`config.mk`:
```
export PLATFORM = sky130hd
export DESIGN_NAME = alu_arb
export DESIGN_NICKNAME = d
export VERILOG_FILES = /design/src/rtl/alu_pkg.sv /design/src/rtl/alu.sv /design/src/rtl/alu_arb.sv
export SDC_FILE = /design/constraint.sdc
export NUM_CORES = 1
export LEC_CHECK = 0
export ABC_AREA = 1
export CAP_MARGIN = 15
export CORE_ASPECT_RATIO = 1.5
export CORE_MARGIN = 8
export CORE_UTILIZATION = 35
export DETAILED_ROUTE_END_ITERATION = 12
export PLACE_DENSITY = 0.54
export SETUP_SLACK_MARGIN = 0.5
export SYNTH_ARGS = -nofsm -noshare
export SYNTH_HDL_FRONTEND = slang
export SYNTH_HIERARCHICAL = 1
export SYNTH_SLANG_ARGS = --single-unit
```
`constraint.sdc`:
```
create_clock -name clk -period 4.3 [get_ports clk]
set_input_delay 0.86 -clock clk [delete_from_list [all_inputs] [get_ports clk]]
set_output_delay 0.86 -clock clk [all_outputs]
set_load 0.1 [all_outputs]
```
`src/rtl/alu_pkg.sv`:
```
// Shared definitions for the ALU arbiter: opcodes, FSM states and the opcode-to-ALU decode.
package alu_pkg;

    localparam logic [3:0] OP_ADD    = 4'b0000;
    localparam logic [3:0] OP_PADDSB = 4'b0001;
    localparam logic [3:0] OP_SUB    = 4'b0010;
    localparam logic [3:0] OP_AND    = 4'b0011;
    localparam logic [3:0] OP_NOR    = 4'b0100;
    localparam logic [3:0] OP_SLL    = 4'b0101;
    localparam logic [3:0] OP_SRL    = 4'b0110;
    localparam logic [3:0] OP_SRA    = 4'b0111;
    localparam logic [3:0] OP_LW     = 4'b1000;

    localparam logic [2:0] FUNC_ADD    = 3'd0;
    localparam logic [2:0] FUNC_PADDSB = 3'd1;
    localparam logic [2:0] FUNC_SUB    = 3'd2;
    localparam logic [2:0] FUNC_AND    = 3'd3;
    localparam logic [2:0] FUNC_NOR    = 3'd4;
    localparam logic [2:0] FUNC_SLL    = 3'd5;
    localparam logic [2:0] FUNC_SRL    = 3'd6;
    localparam logic [2:0] FUNC_SRA    = 3'd7;

    typedef enum logic [1:0] {
        StIdle,
        StExec,
        StResp
    } state_e;

    typedef struct packed {
        logic [2:0] func;
        logic       paddsb;
        logic       llb;
        logic       legal;
        logic       sets_flags;
        logic       sets_ov;
    } dec_t;

    function automatic dec_t decode(input logic [3:0] op);
        dec_t d;
        d = '{func: FUNC_ADD, paddsb: 1'b0, llb: 1'b0, legal: 1'b0, sets_flags: 1'b0,
              sets_ov: 1'b0};
        if (op[3] == 1'b0) begin
            d.func       = op[2:0];
            d.paddsb     = (op == OP_PADDSB);
            d.legal      = 1'b1;
            d.sets_flags = 1'b1;
            d.sets_ov    = (op == OP_ADD) || (op == OP_PADDSB) || (op == OP_SUB);
        end else if (op == OP_LW) begin
            // Address add: same adder, never touches the flag register.
            d.func  = FUNC_ADD;
            d.legal = 1'b1;
        end
        return d;
    endfunction

endpackage

```
`src/rtl/alu.sv`:
```
// 16-bit ALU: saturating add/sub, nibble-wise saturating PADDSB, logic ops and shifts.
module alu
    import alu_pkg::*;
(
    input  logic [15:0] a_i,
    input  logic [15:0] b_i,
    input  logic [3:0]  shamt_i,
    input  logic [2:0]  func_i,
    input  logic        paddsb_i,
    input  logic        llb_i,
    output logic [15:0] dst_o,
    output logic        ov_o
);

    logic [15:0] sum, diff, nib;
    logic        sum_ov, diff_ov, nib_ov;

    always_comb begin
        sum     = a_i + b_i;
        diff    = a_i - b_i;
        sum_ov  = (a_i[15] == b_i[15]) && (sum[15] != a_i[15]);
        diff_ov = (a_i[15] != b_i[15]) && (diff[15] != a_i[15]);
        nib     = '0;
        nib_ov  = 1'b0;
        for (int i = 0; i < 4; i++) begin
            logic [3:0] ns;
            ns = a_i[4*i +: 4] + b_i[4*i +: 4];
            if ((a_i[4*i+3] == b_i[4*i+3]) && (ns[3] != a_i[4*i+3])) begin
                nib[4*i +: 4] = a_i[4*i+3] ? 4'h8 : 4'h7;
                nib_ov        = 1'b1;
            end else begin
                nib[4*i +: 4] = ns;
            end
        end
    end

    always_comb begin
        dst_o = '0;
        ov_o  = 1'b0;
        unique case (func_i)
            FUNC_ADD, FUNC_PADDSB: begin
                if (paddsb_i) begin
                    dst_o = nib;
                    ov_o  = nib_ov;
                end else begin
                    dst_o = sum_ov ? (a_i[15] ? 16'h8000 : 16'h7FFF) : sum;
                    ov_o  = sum_ov;
                end
            end
            FUNC_SUB: begin
                dst_o = diff_ov ? (a_i[15] ? 16'h8000 : 16'h7FFF) : diff;
                ov_o  = diff_ov;
            end
            FUNC_AND: dst_o = a_i & b_i;
            FUNC_NOR: dst_o = ~(a_i | b_i);
            FUNC_SLL: dst_o = a_i << shamt_i;
            FUNC_SRL: dst_o = a_i >> shamt_i;
            FUNC_SRA: dst_o = $signed(a_i) >>> shamt_i;
            default:  dst_o = '0;
        endcase
        if (llb_i) begin
            dst_o = {a_i[15:8], b_i[7:0]};
        end
    end

endmodule

```
`src/rtl/alu_arb.sv`:
```
// Two-requester front end to a shared ALU with a 3-cycle IDLE/EXEC/RESP handshake.
// Define ALU_ARB_RR_EN for round-robin arbitration; default is fixed priority to requester 0.
module alu_arb
    import alu_pkg::*;
#(
    parameter int unsigned NREQ = 2
) (
    input  logic        clk,
    input  logic        rst_n,
    input  logic        req0,
    input  logic        req1,
    input  logic [3:0]  op0,
    input  logic [3:0]  op1,
    input  logic [15:0] a0,
    input  logic [15:0] a1,
    input  logic [15:0] b0,
    input  logic [15:0] b1,
    input  logic [3:0]  shamt0,
    input  logic [3:0]  shamt1,
    output logic        gnt0,
    output logic        gnt1,
    output logic        rsp_vld,
    output logic        rsp_id,
    output logic [15:0] rsp_dst,
    output logic        rsp_err,
    input  logic        rsp_rdy,
    output logic        flag_ov,
    output logic        flag_zr,
    output logic        flag_neg
);

    localparam int unsigned IdW = (NREQ > 1) ? $clog2(NREQ) : 1;

    state_e         state_q, state_d;
    logic [3:0]     op_q, op_d, shamt_q, shamt_d;
    logic [15:0]    a_q, a_d, b_q, b_d, dst_q, dst_d;
    logic [IdW-1:0] id_q, id_d;
    logic           err_q, err_d, ov_q, ov_d, zr_q, zr_d, neg_q, neg_d;
    logic           pick1, gnt_any;
    logic [15:0]    alu_dst;
    logic           alu_ov;
    dec_t           dec;

`ifdef ALU_ARB_RR_EN
    // ptr_q set means requester 1 wins a tie.
    logic ptr_q, ptr_d;

    assign pick1 = req1 && (!req0 || ptr_q);
    assign ptr_d = gnt_any ? !pick1 : ptr_q;

    always_ff @(posedge clk or negedge rst_n) begin
        if (!rst_n) begin
            ptr_q <= 1'b0;
        end else begin
            ptr_q <= ptr_d;
        end
    end
`else
    assign pick1 = req1 && !req0;
`endif

    assign dec = decode(op_q);

    alu u_alu (
        .a_i      (a_q),
        .b_i      (b_q),
        .shamt_i  (shamt_q),
        .func_i   (dec.func),
        .paddsb_i (dec.paddsb),
        .llb_i    (dec.llb),
        .dst_o    (alu_dst),
        .ov_o     (alu_ov)
    );

    always_comb begin
        state_d = state_q;
        gnt0    = 1'b0;
        gnt1    = 1'b0;
        rsp_vld = 1'b0;
        unique case (state_q)
            StIdle: begin
                if ((req0 || req1) && rst_n) begin
                    gnt0    = !pick1;
                    gnt1    = pick1;
                    state_d = StExec;
                end
            end
            StExec: state_d = StResp;
            StResp: begin
                rsp_vld = 1'b1;
                if (rsp_rdy) begin
                    state_d = StIdle;
                end
            end
            default: state_d = StIdle;
        endcase
    end

    assign gnt_any = gnt0 || gnt1;

    always_comb begin
        op_d    = op_q;
        a_d     = a_q;
        b_d     = b_q;
        shamt_d = shamt_q;
        id_d    = id_q;
        dst_d   = dst_q;
        err_d   = err_q;
        ov_d    = ov_q;
        zr_d    = zr_q;
        neg_d   = neg_q;
        if (gnt_any) begin
            op_d    = pick1 ? op1 : op0;
            a_d     = pick1 ? a1 : a0;
            b_d     = pick1 ? b1 : b0;
            shamt_d = pick1 ? shamt1 : shamt0;
            id_d    = IdW'(pick1);
        end
        if (state_q == StExec) begin
            dst_d = dec.legal ? alu_dst : 16'h0000;
            err_d = !dec.legal;
            // Only core-pipeline arithmetic/logic ops own the architectural flags.
            if (dec.sets_flags && (id_q == '0)) begin
                ov_d  = dec.sets_ov && alu_ov;
                zr_d  = (alu_dst == 16'h0000);
                neg_d = alu_dst[15];
            end
        end
    end

    always_ff @(posedge clk or negedge rst_n) begin
        if (!rst_n) begin
            state_q <= StIdle;
            op_q    <= '0;
            a_q     <= '0;
            b_q     <= '0;
            shamt_q <= '0;
            id_q    <= '0;
            dst_q   <= '0;
            err_q   <= 1'b0;
            ov_q    <= 1'b0;
            zr_q    <= 1'b0;
            neg_q   <= 1'b0;
        end else begin
            state_q <= state_d;
            op_q    <= op_d;
            a_q     <= a_d;
            b_q     <= b_d;
            shamt_q <= shamt_d;
            id_q    <= id_d;
            dst_q   <= dst_d;
            err_q   <= err_d;
            ov_q    <= ov_d;
            zr_q    <= zr_d;
            neg_q   <= neg_d;
        end
    end

    assign rsp_id   = id_q[0];
    assign rsp_dst  = dst_q;
    assign rsp_err  = err_q;
    assign flag_ov  = ov_q;
    assign flag_zr  = zr_q;
    assign flag_neg = neg_q;

endmodule
```
# Word level (Yosys, flattened, before mapping)
# Cells that the tools add are included.
# Widths: inputs -> output; s select.
[totals] elab_cells=110 regBits=63
[classes] mux=37 bitwise_logic=4 add_sub_neg=6 n_reduce_logical=24 eq_ne=25 n_shift=3
[ops] operator="$mux 16" n=7
[ops] operator="$pmux 16 s7" n=1
[ops] operator="$mux 4" n=10
[ops] operator="$add 16x16->16" n=1
[ops] operator="$add 4x4->4" n=4
[ops] operator="$and 16x16->16" n=1
[ops] operator="$logic_not 16->1" n=1
[ops] operator="$not 16->16" n=1
[ops] operator="$or 16x16->16" n=1
[ops] operator="$shl 16x4->16" n=1
[ops] operator="$shr 16x4->16" n=1
[ops] operator="$sshr 16x4->16" n=1
[ops] operator="$sub 16x16->16" n=1
[ops] operator="$mux 1" n=13
[ops] operator="$eq 3x3->1 const B" n=4
[ops] operator="$logic_and 1x1->1" n=10
[ops] operator="$ne 1x1->1" n=7
[ops] operator="$eq 3x2->1 const B" n=2
[ops] operator="$mux 2" n=3
[ops] operator="$pmux 2 s3" n=1
[ops] operator="$eq 1x1->1" n=4
[ops] operator="$eq 4x1->1 const B" n=1
[ops] operator="$eq 4x2->1 const B" n=1
[ops] operator="$eq 4x4->1 const B" n=1
[ops] operator="14 further kinds" n=21

# Depth between registers and ports, before layout
# Gate-level depths: netlist of run 1.
[depth] word_depth=10 mapped_depth=28 mapped_depth_nobuf=27

# By module
# Netlist of run 1, hierarchy kept.
[modules_own_cells] module="alu" cells_each=932 area_per_inst_um2=4819.6 n_inst=1
[modules_own_cells] module="alu_arb" cells_each=431 area_per_inst_um2=3166.8 n_inst=1

# Worst setup path after synthesis of run 1
# Ideal clock, no wire load.
[synth_timing] path_type="input to output" from="input port req0" to="output port gnt0" path_slack_ps=427 path_stages=2 t_arrival_ps=3013 required_ps=3440 n_path_buf=0 cell_sequence="inv_2 > nor3_1"
[synth_between] elab_chain_cells=5 elab_cells_between_ends=7
[synth_lines] element="start: declaration" line="alu_arb.sv:10" text="input logic req0,"
[synth_lines] element="$logic_not 1->1" line="alu_arb.sv:59" text="assign pick1 = req1 && !req0;"
[synth_lines] element="$logic_and 1x1->1" line="alu_arb.sv:59"
[synth_lines] element="$logic_not 1->1" line="alu_arb.sv:83" text="gnt0 = !pick1;"
[synth_lines] element="$mux 1 *" line="alu_arb.sv:82" text="if ((req0 || req1) && rst_n) begin"
[synth_lines] element="$mux 1 *" line="alu_arb.sv:80" text="unique case (state_q)"
[synth_lines] element="end: declaration" line="alu_arb.sv:20" text="output logic gnt0,"
# Mark *: on every way between the ends. The rest lies on a longest branch, timed or not.

# Worst setup path after layout of run 1
[layout_timing] from="register b_q[4]" to="register zr_q (netlist: flag_zr)"
[layout_between] elab_chain_cells=7 elab_cells_between_ends=18
[layout_lines] element="start: declaration" line="alu_arb.sv:36" text="logic [15:0] a_q, a_d, b_q, b_d, dst_q, dst_d;"
[layout_lines] element="start signal: assignment" line="alu_arb.sv:136" text="b_q <= '0;"
[layout_lines] element="start signal: assignment" line="alu_arb.sv:148" text="b_q <= b_d;"
[layout_lines] element="$add 16x16->16" line="alu.sv:19" text="sum = a_i + b_i;"
[layout_lines] element="$ne 1x1->1" line="alu.sv:21" text="sum_ov = (a_i[15] == b_i[15]) && (sum[15] != a_i[15]);"
[layout_lines] element="$logic_and 1x1->1" line="alu.sv:21"
[layout_lines] element="$mux 16" line="alu.sv:46" text="dst_o = sum_ov ? (a_i[15] ? 16'h8000 : 16'h7FFF) : sum;"
[layout_lines] element="$mux 16" line="alu.sv:42" text="if (paddsb_i) begin"
[layout_lines] element="$pmux 16 s7 *" line="alu.sv:40" text="unique case (func_i)"
[layout_lines] element="named net alu_dst[1]" line="alu_arb.sv:40" text="logic [15:0] alu_dst;"
[layout_lines] element="$logic_not 16->1 *" line="alu_arb.sv:125" text="zr_d = (alu_dst == 16'h0000);"
[layout_lines] element="end signal: assignment" line="alu_arb.sv:154" text="zr_q <= zr_d;"
[layout_lines] element="end: declaration" line="alu_arb.sv:38" text="logic err_q, err_d, ov_q, ov_d, zr_q, zr_d, neg_q, neg_d;"
# The timed path passes the listed nets; every way through them passes the cells marked *.
# A chain may end at the register's enable or synchronous reset.

==> impl_metrics.tcl, run 1 <==
set metrics [dict create \
    track_usage_pct 25.60 \
    vias 9577 \
    drt_iter0_drc 752 \
    critPathSlowestCell "fa_1" \
    synth_warnings 6 \
    setup-tns-final_ns 0 \
    drive_gt1_share_pct 11.51 \
    grt_pass1_vias 9378 \
    hold_violations 0 \
    drv_cap 0 \
    grt_pass1_wl_mm 55.54 \
    dp_slack_ns 0.3809 \
    critPathLaunchType "flip-flop" \
    drt_wl_total_mm 35.95 \
    synth_top_flop_cell "dfrtp_1" \
    finalCritPeriodShare_pct 84.03 \
    fin_worst_skew_ns 0.006174 \
    clkSinkCount 63 \
    multiInputGateArea_um2 5709 \
    rsz0062_at_grt "no" \
    syn_area_per_cell_um2 5.859 \
    synth-compound-area-share_pct 12.83 \
    fmax_mhz 276.7 \
    ys_types 51 \
    synth-seq-cells 63 \
    globalRouteOverflowTotal 0 \
    clk_pin_slew_ns 0.06 \
    dp_hpwl_mm 29.27 \
    p_leak_nw 5.121 \
    cts_max_level 3 \
    fin_area_um2 10010 \
    arrival_ns 3.85 \
    seq_area_um2 1583 \
    wl_per_cell_um 20.40 \
    grt_max_degree 60 \
    syn_inst 1363 \
    diodes 0 \
    rows 67 \
    setup_violations 0 \
    yosys.area_share.simple_pct 46.40 \
    synth_xor_area_share_pct 0.9870 \
    final_max_slew_viol_count 0 \
    worstPathRequired_ns 4.54 \
    slew_headroom_pct 32.39 \
    nFillCells 2507 \
    place.gp.congestion 0.9975 \
    max_stage_delay_ns 0.47 \
    stdcell_count 1762 \
    power_density_nw_per_um2 866.5 \
    synth-edff-count 0 \
    r2r_cells 23 \
    detail_route.vias_per_cell 5.435 \
    path_cells "inv_2 -> ha_4 -> clkinvlp_4 -> a21oi_4 -> nand3_2 -> nand3_2 -> nand3_1 -> a21o_1 -> a21oi_2 -> fa_1 -> nand3b_1 -> nand2_4 -> o21ai_4 -> nand3_1 -> nor2_1 -> a21oi_2 -> o21ai_1 -> nand2_1 -> nor2_1 -> nand2_1 -> nor2_1 -> nand3_1 -> nand2_1" \
    nets 1620 \
    syn_to_final_growth_pct 25.32 \
    finalCriticalPeriod_ns 3.613 \
    postCtsHoldBufs 0 \
    fin_util_pct 44.71 \
    endpoint_kind "flip-flop" \
    clockBufferDepth 2 \
    vdd_ir_drop_max_v 0.0003811 \
    numCtsBuffers 9 \
    dr.pass1.iters 5 \
    port_buffers 108 \
    hold_class "in -> async" \
    synth_top_family_by_area "simple AND/OR/NAND/NOR gates" \
    cp.depth 23 \
    crit_family "simple AND/OR/NAND/NOR gates" \
    cts_tree "done" \
    synth_area_um2 7986 \
    die-area_um2 28010 \
    synth_adder_area_share_pct 9.024 \
    clock_latency_ns 0.35 \
    worst-path-buf-inv 2 \
    synthMuxAreaShare_pct 0 \
    setup_slack_ns 0.6865 \
    placed_area_um2 9348 \
    antenna_left 0 \
    critPathKind "reg -> reg" \
    status "complete, no violations" \
    dp_cells 1726 \
    fp.dieH_um 201.0 \
    worst_pin_slew_ns 1.010 \
    ys_seq_area_share_pct 19.74 \
    drc 0 \
    async_flop_share_pct 100.0 \
    start_util_pct 35.68 \
    worstPathMaxFanout 6 \
    pin_count 109 \
    cts_root_buf "clkbuf_16" \
    die_w_um 139.3 \
    core_um2 22380 \
    antenna_found_initial 0 \
]
cell usage in the layout, fill, tap and decap left out, types with 3 or more instances in the layout:
master and count:
inv_1 110, xor2_1 8, nand2_1 498, o21a_1 6, a21oi_4 3, a21oi_2 8
nand3_2 6, nor2_2 13, nor2_1 87, fa_1 6, nor3_2 4, a21oi_1 45
inv_6 3, clkbuf_16 9, o21ai_1 11, clkinv_4 3, dfrtp_1 58, nor3_1 9
o211ai_1 3, nand4_1 17, clkdlybuf4s50_1 105, conb_1 3, o21bai_1 7, nand2_2 18
a211oi_1 4, dfrtp_2 5, buf_4 61, ha_1 42, o21ai_0 79, ha_4 5
nand3b_1 3, nand2_4 4, nand3_1 196, inv_2 16
synthesized netlist by cell type, types with 2 or more instances:
cell type | instances | area (um2)
a221oi_1 | 2 | 17.52
o21a_1 | 6 | 45.04
xor2_1 | 8 | 70.07
a21oi_4 | 2 | 32.53
a22o_1 | 2 | 17.52
nand4_1 | 17 | 106.4
ha_1 | 48 | 600.6
o211ai_1 | 3 | 22.52
o21ai_1 | 9 | 45.04
nand3_1 | 199 | 996.0
nand3_2 | 3 | 30.03
a211oi_1 | 4 | 30.03
nand3b_1 | 3 | 22.52
a21oi_2 | 2 | 17.52
nor2_1 | 94 | 352.8
inv_1 | 118 | 442.9
nor3_1 | 10 | 50.05
clkinv_1 | 2 | 7.510
buf_2 | 21 | 105.1
buf_1 | 5 | 18.77
o21ai_0 | 82 | 410.4
nand2_1 | 502 | 1884
clkbuf_2 | 3 | 15.01
and2_1 | 2 | 12.51
a21oi_1 | 52 | 260.3
nand2_4 | 3 | 33.78
o21bai_1 | 7 | 52.55
dfrtp_1 | 63 | 1577
buf_6 | 9 | 101.4
a21o_1 | 2 | 15.01
fa_1 | 6 | 120.1
nand2_2 | 15 | 93.84
buf_4 | 11 | 82.58
clkbuf_1 | 13 | 48.80
o22ai_1 | 2 | 12.51
nor3_2 | 3 | 30.03
inv_2 | 10 | 37.54
nor2_2 | 7 | 43.79
per-layer routing:
metal  vias to the layer above  share of wire (%)  global-route usage [%]
li1                       4647                  -                       -
met1                      4469                 40                   29.32
met2                       355                 47                   42.77
met3                       106                4.7                   3.047
met4                         0                7.8                   19.76
met5                         -                  0                       0
power breakdown:
part / total [mW] / internal (mW) / switching, mW
logic: 6.80 / 2.12 / 4.68
registers: 1.05 / 0.833 / 0.221
clock network: 0.817 / 0.514 / 0.303
total: 8.67 / 3.47 / 5.21
state kept, by name, summed over array words and instances, names as in the netlist:
signal and count:
rsp_dst 16, flag_zr 1, a_q 16, rsp_err 1
state_q 2, op_q 4, flag_neg 1, flag_ov 1
rsp_id 1, b_q 16, shamt_q 4
worst reg2reg max path: cells and delay by family, from the launching register on:
family / cells / cell delay (ns)
and+or+nand+nor: 13 / 1.25
AOI/OAI and AO/OA: 6 / 0.90
adders and majority gates: 2 / 0.78
DFF: 1 / 0.38
buffers and inverters: 2 / 0.19
cell families (layout without fill, tap and decap cells):
family	after synthesis	after routing
XOR/XNOR	9	9
AND/OR/NAND/NOR	862	862
AO/OA/AOI/OAI	180	180
buffers and inverters	194	315
flip-flops	63	63
adder cells (fa/ha/maj)	54	54
other	1	3
what timing repair did:
item / CTS / global route
gates resized for setup: 6 / 46
pin swaps: 0 / 12
endpoints found under the setup margin: 3 / 16
buffers inserted: 0 / 20
final cells by class:
type                       instances  share of cell area [%]
timing repair buffer             169                   15.44
multi-input combinational       1108                   57.04
sequential                        63                   15.81
clock buffer                       9                   2.250
clock inverter                     7                   1.038
tap                              276                   3.450
inverter                         130                   4.963
final timing paths:
check,startpoint,endpoint,slack (ns)
max in group asynchronous,rst_n,b_q[5],2.85
setup / recovery,b_q[4],flag_zr,0.69
hold / removal,rst_n,shamt_q[0],0.36
setup reg to reg,b_q[4],flag_zr,0.69
min in group clk,rsp_dst[10],rsp_dst[10],0.48
hold reg to reg,rsp_dst[10],rsp_dst[10],0.48
through the flow:
step / power, mW / hold WS, ns
after global routing: 9.325 / 0.3537
after CTS: 8.208 / 0.3535
final: 8.672 / 0.3576
after global placement: 7.379 / 0.4650
after detailed placement: 7.342 / 0.4651
after floorplan: 5.386 / 0.4592
No activity file was read; power rests on OpenSTA's default activity.
==> run 2, diff against run 1 <==
clock period = 3.7 ns   (was 4.3 ns; I/O delays follow)
==> impl_metrics.tcl, run 2 (same netlist as run 1, synthesis figures left out) <==
set metrics [dict create \
    hold_violations 0 \
    fin_worst_skew_ns 0.008139 \
    setup-tns-final_ns 0 \
    swShare_pct 57.92 \
    arrival_ns 3.74 \
    vias 10020 \
    diodes 0 \
    core_um2 22380 \
    drt_wl_total_mm 37.94 \
    vdd_ir_drop_max_v 0.0005732 \
    clock_latency_ns 0.34 \
    antenna_left 0 \
    syn_to_final_growth_pct 35.30 \
    critPathKind "reg -> reg" \
    grt_pass1_vias 9827 \
    dr.pass1.iters 5 \
    rsz0062_at_grt "yes" \
    clk_pin_slew_ns 0.06 \
    dp_hpwl_mm 30.07 \
    worstPathMaxFanout 7 \
    worst_pin_slew_ns 1.018 \
    status "complete, no violations" \
    finalCriticalPeriod_ns 3.512 \
    finalCritPeriodShare_pct 94.91 \
    drc 0 \
    grt_max_degree 63 \
    wl_per_cell_um 20.77 \
    crit_family "compound AO/OA/AOI/OAI gates" \
    hold_class "in -> async" \
    hold_slack_ns 0.2093 \
    numCtsBuffers 9 \
    cts_max_level 3 \
    clkPwrFrac_pct 9.1 \
    p_leak_nw 5.469 \
    setup_violations 0 \
    place.gp.congestion 1.010 \
    clockBufferDepth 2 \
    endpoint_kind "flip-flop" \
    start_util_pct 35.68 \
    p_int_mw 4.688 \
    worstPathRequired_ns 3.93 \
    cts_tree "done" \
    power_density_nw_per_um2 1031 \
    p_comb_share_pct 79.9 \
    pin_count 109 \
    pwr-share-seq_pct 10.9 \
    drive_gt1_share_pct 18.96 \
    path_cells "buf_6 -> ha_1 -> inv_1 -> o21ai_1 -> a21oi_2 -> nand3_2 -> a21o_1 -> a21oi_2 -> fa_1 -> nand3b_1 -> nand2_4 -> inv_6 -> a21oi_2 -> a211oi_1 -> a21oi_1 -> o21ai_1 -> nand2_1 -> nor2_1 -> nand2_1 -> nor2_1 -> nand3_1 -> nand2_1" \
    critPathLaunchType "flip-flop" \
    detail_route.vias_per_cell 5.482 \
    max_stage_delay_ns 0.46 \
    critPathSlowestCell "fa_1" \
    track_usage_pct 26.65 \
    worst-path-buf-inv 3 \
    r2r_slack_ns 0.19 \
    postCtsHoldBufs 0 \
    antenna_found_initial 0 \
    slew_headroom_pct 31.85 \
    final_common_cell "nand2_1" \
    clkSinkCount 63 \
    drt_iter0_drc 791 \
    port_buffers 108 \
    p_switching_mw 6.454 \
    globalRouteOverflowTotal 0 \
    rows 67 \
    fp.dieH_um 201.0 \
    cts_root_buf "clkbuf_16" \
    die-area_um2 28010 \
    grt_pass1_wl_mm 57.47 \
    layout_common_cells "nand2_1 (482), nand3_1 (178), buf_4 (109)" \
    die_w_um 139.3 \
    nets 1685 \
    fmax_mhz 284.8 \
    final_max_slew_viol_count 0 \
    drv_cap 0 \
]
run 2: cell count changes in the layout (fill, tap and decap cells not counted), moves of 5 or more:
cell | previous run | this run
buf_4 | 61 | 109
nand3_1 | 196 | 178
nand2_1 | 498 | 482
nand2_2 | 18 | 34
nand3_2 | 6 | 22
buf_6 | 1 | 16
inv_1 | 110 | 99
inv_2 | 16 | 26
ha_1 | 42 | 36
o21ai_0 | 79 | 74
o21ai_1 | 11 | 16
run 2: worst reg2reg max path, delay by kind of cell, from the launching register on:
family,cells,cell delay [ns]
buffers and inverters,3,0.31
AOI/OAI and AO/OA,8,1.11
DFF,1,0.40
adders and majority gates,2,0.67
and+or+nand+nor,9,0.91
run 2: through the flow:
step / setup slack [ns] / instances / util [%] / cell area, um2 / power [mW]
after floorplan: 0.4850 / 1365 / - / 8064 / 6.352
after CTS: 0.3008 / 1808 / 46.63 / 10440 / 10.49
after global routing: 0.03122 / 1827 / 48.28 / 10810 / 11.84
after detailed placement: 0.01774 / 1761 / 43.31 / 9694 / 9.010
final: 0.1882 / 1827 / 48.28 / 10810 / 11.14
after global placement: 0.07321 / 1761 / 43.31 / 9694 / 9.053
run 2: power groups by stage:
stage          clock network [mW]  logic [mW]  registers (mW)
6_report                     1.02        8.91            1.22
5_1_grt                      1.05        9.53            1.26
3_5_place_dp                    0        7.79            1.22
3_3_place_gp                    0        7.85            1.21
4_1_cts                      1.03        8.24            1.22
2_1_floorplan                   0        4.41            1.94
run 2: per-layer routing:
layer | GRT usage, % | up-vias | wire [um]
met3 | 3.475 | 131 | 2085
li1 | - | 4765 | -
met5 | 0 | - | 0
met1 | 29.48 | 4690 | 14810
met4 | 18.06 | 0 | 2692
met2 | 46.66 | 429 | 18360
run 2: final cells by class:
| cell class | instances | area (um2) |
|---|---|---|
| tap | 276 | 345.3 |
| clock inverter | 7 | 120.1 |
| multi-input combinational | 1108 | 5921 |
| timing repair inverter | 1 | 7.507 |
| clock buffer | 9 | 225.2 |
| sequential | 63 | 1582 |
| fill | 2412 | 11580 |
| inverter | 130 | 500.5 |
| timing repair buffer | 233 | 2105 |
run 2: final timing paths:
kind | start | endpoint | depth (start not counted)
hold / removal | rst_n | rsp_id | 1
hold reg to reg | rsp_dst[11] | rsp_dst[11] | 2
max in group asynchronous | rst_n | b_q[11] | 2
min in group clk | rsp_dst[11] | rsp_dst[11] | 2
setup reg to reg | a_q[10] | flag_zr | 22
setup / recovery | a_q[10] | flag_zr | 22
run 2: timing repair:
action                                  CTS  global route
pin swaps                                28            42
resized for setup                        47            67
endpoints found under the setup margin   17            19
cloned                                    1             0
setup buffers                            30            19
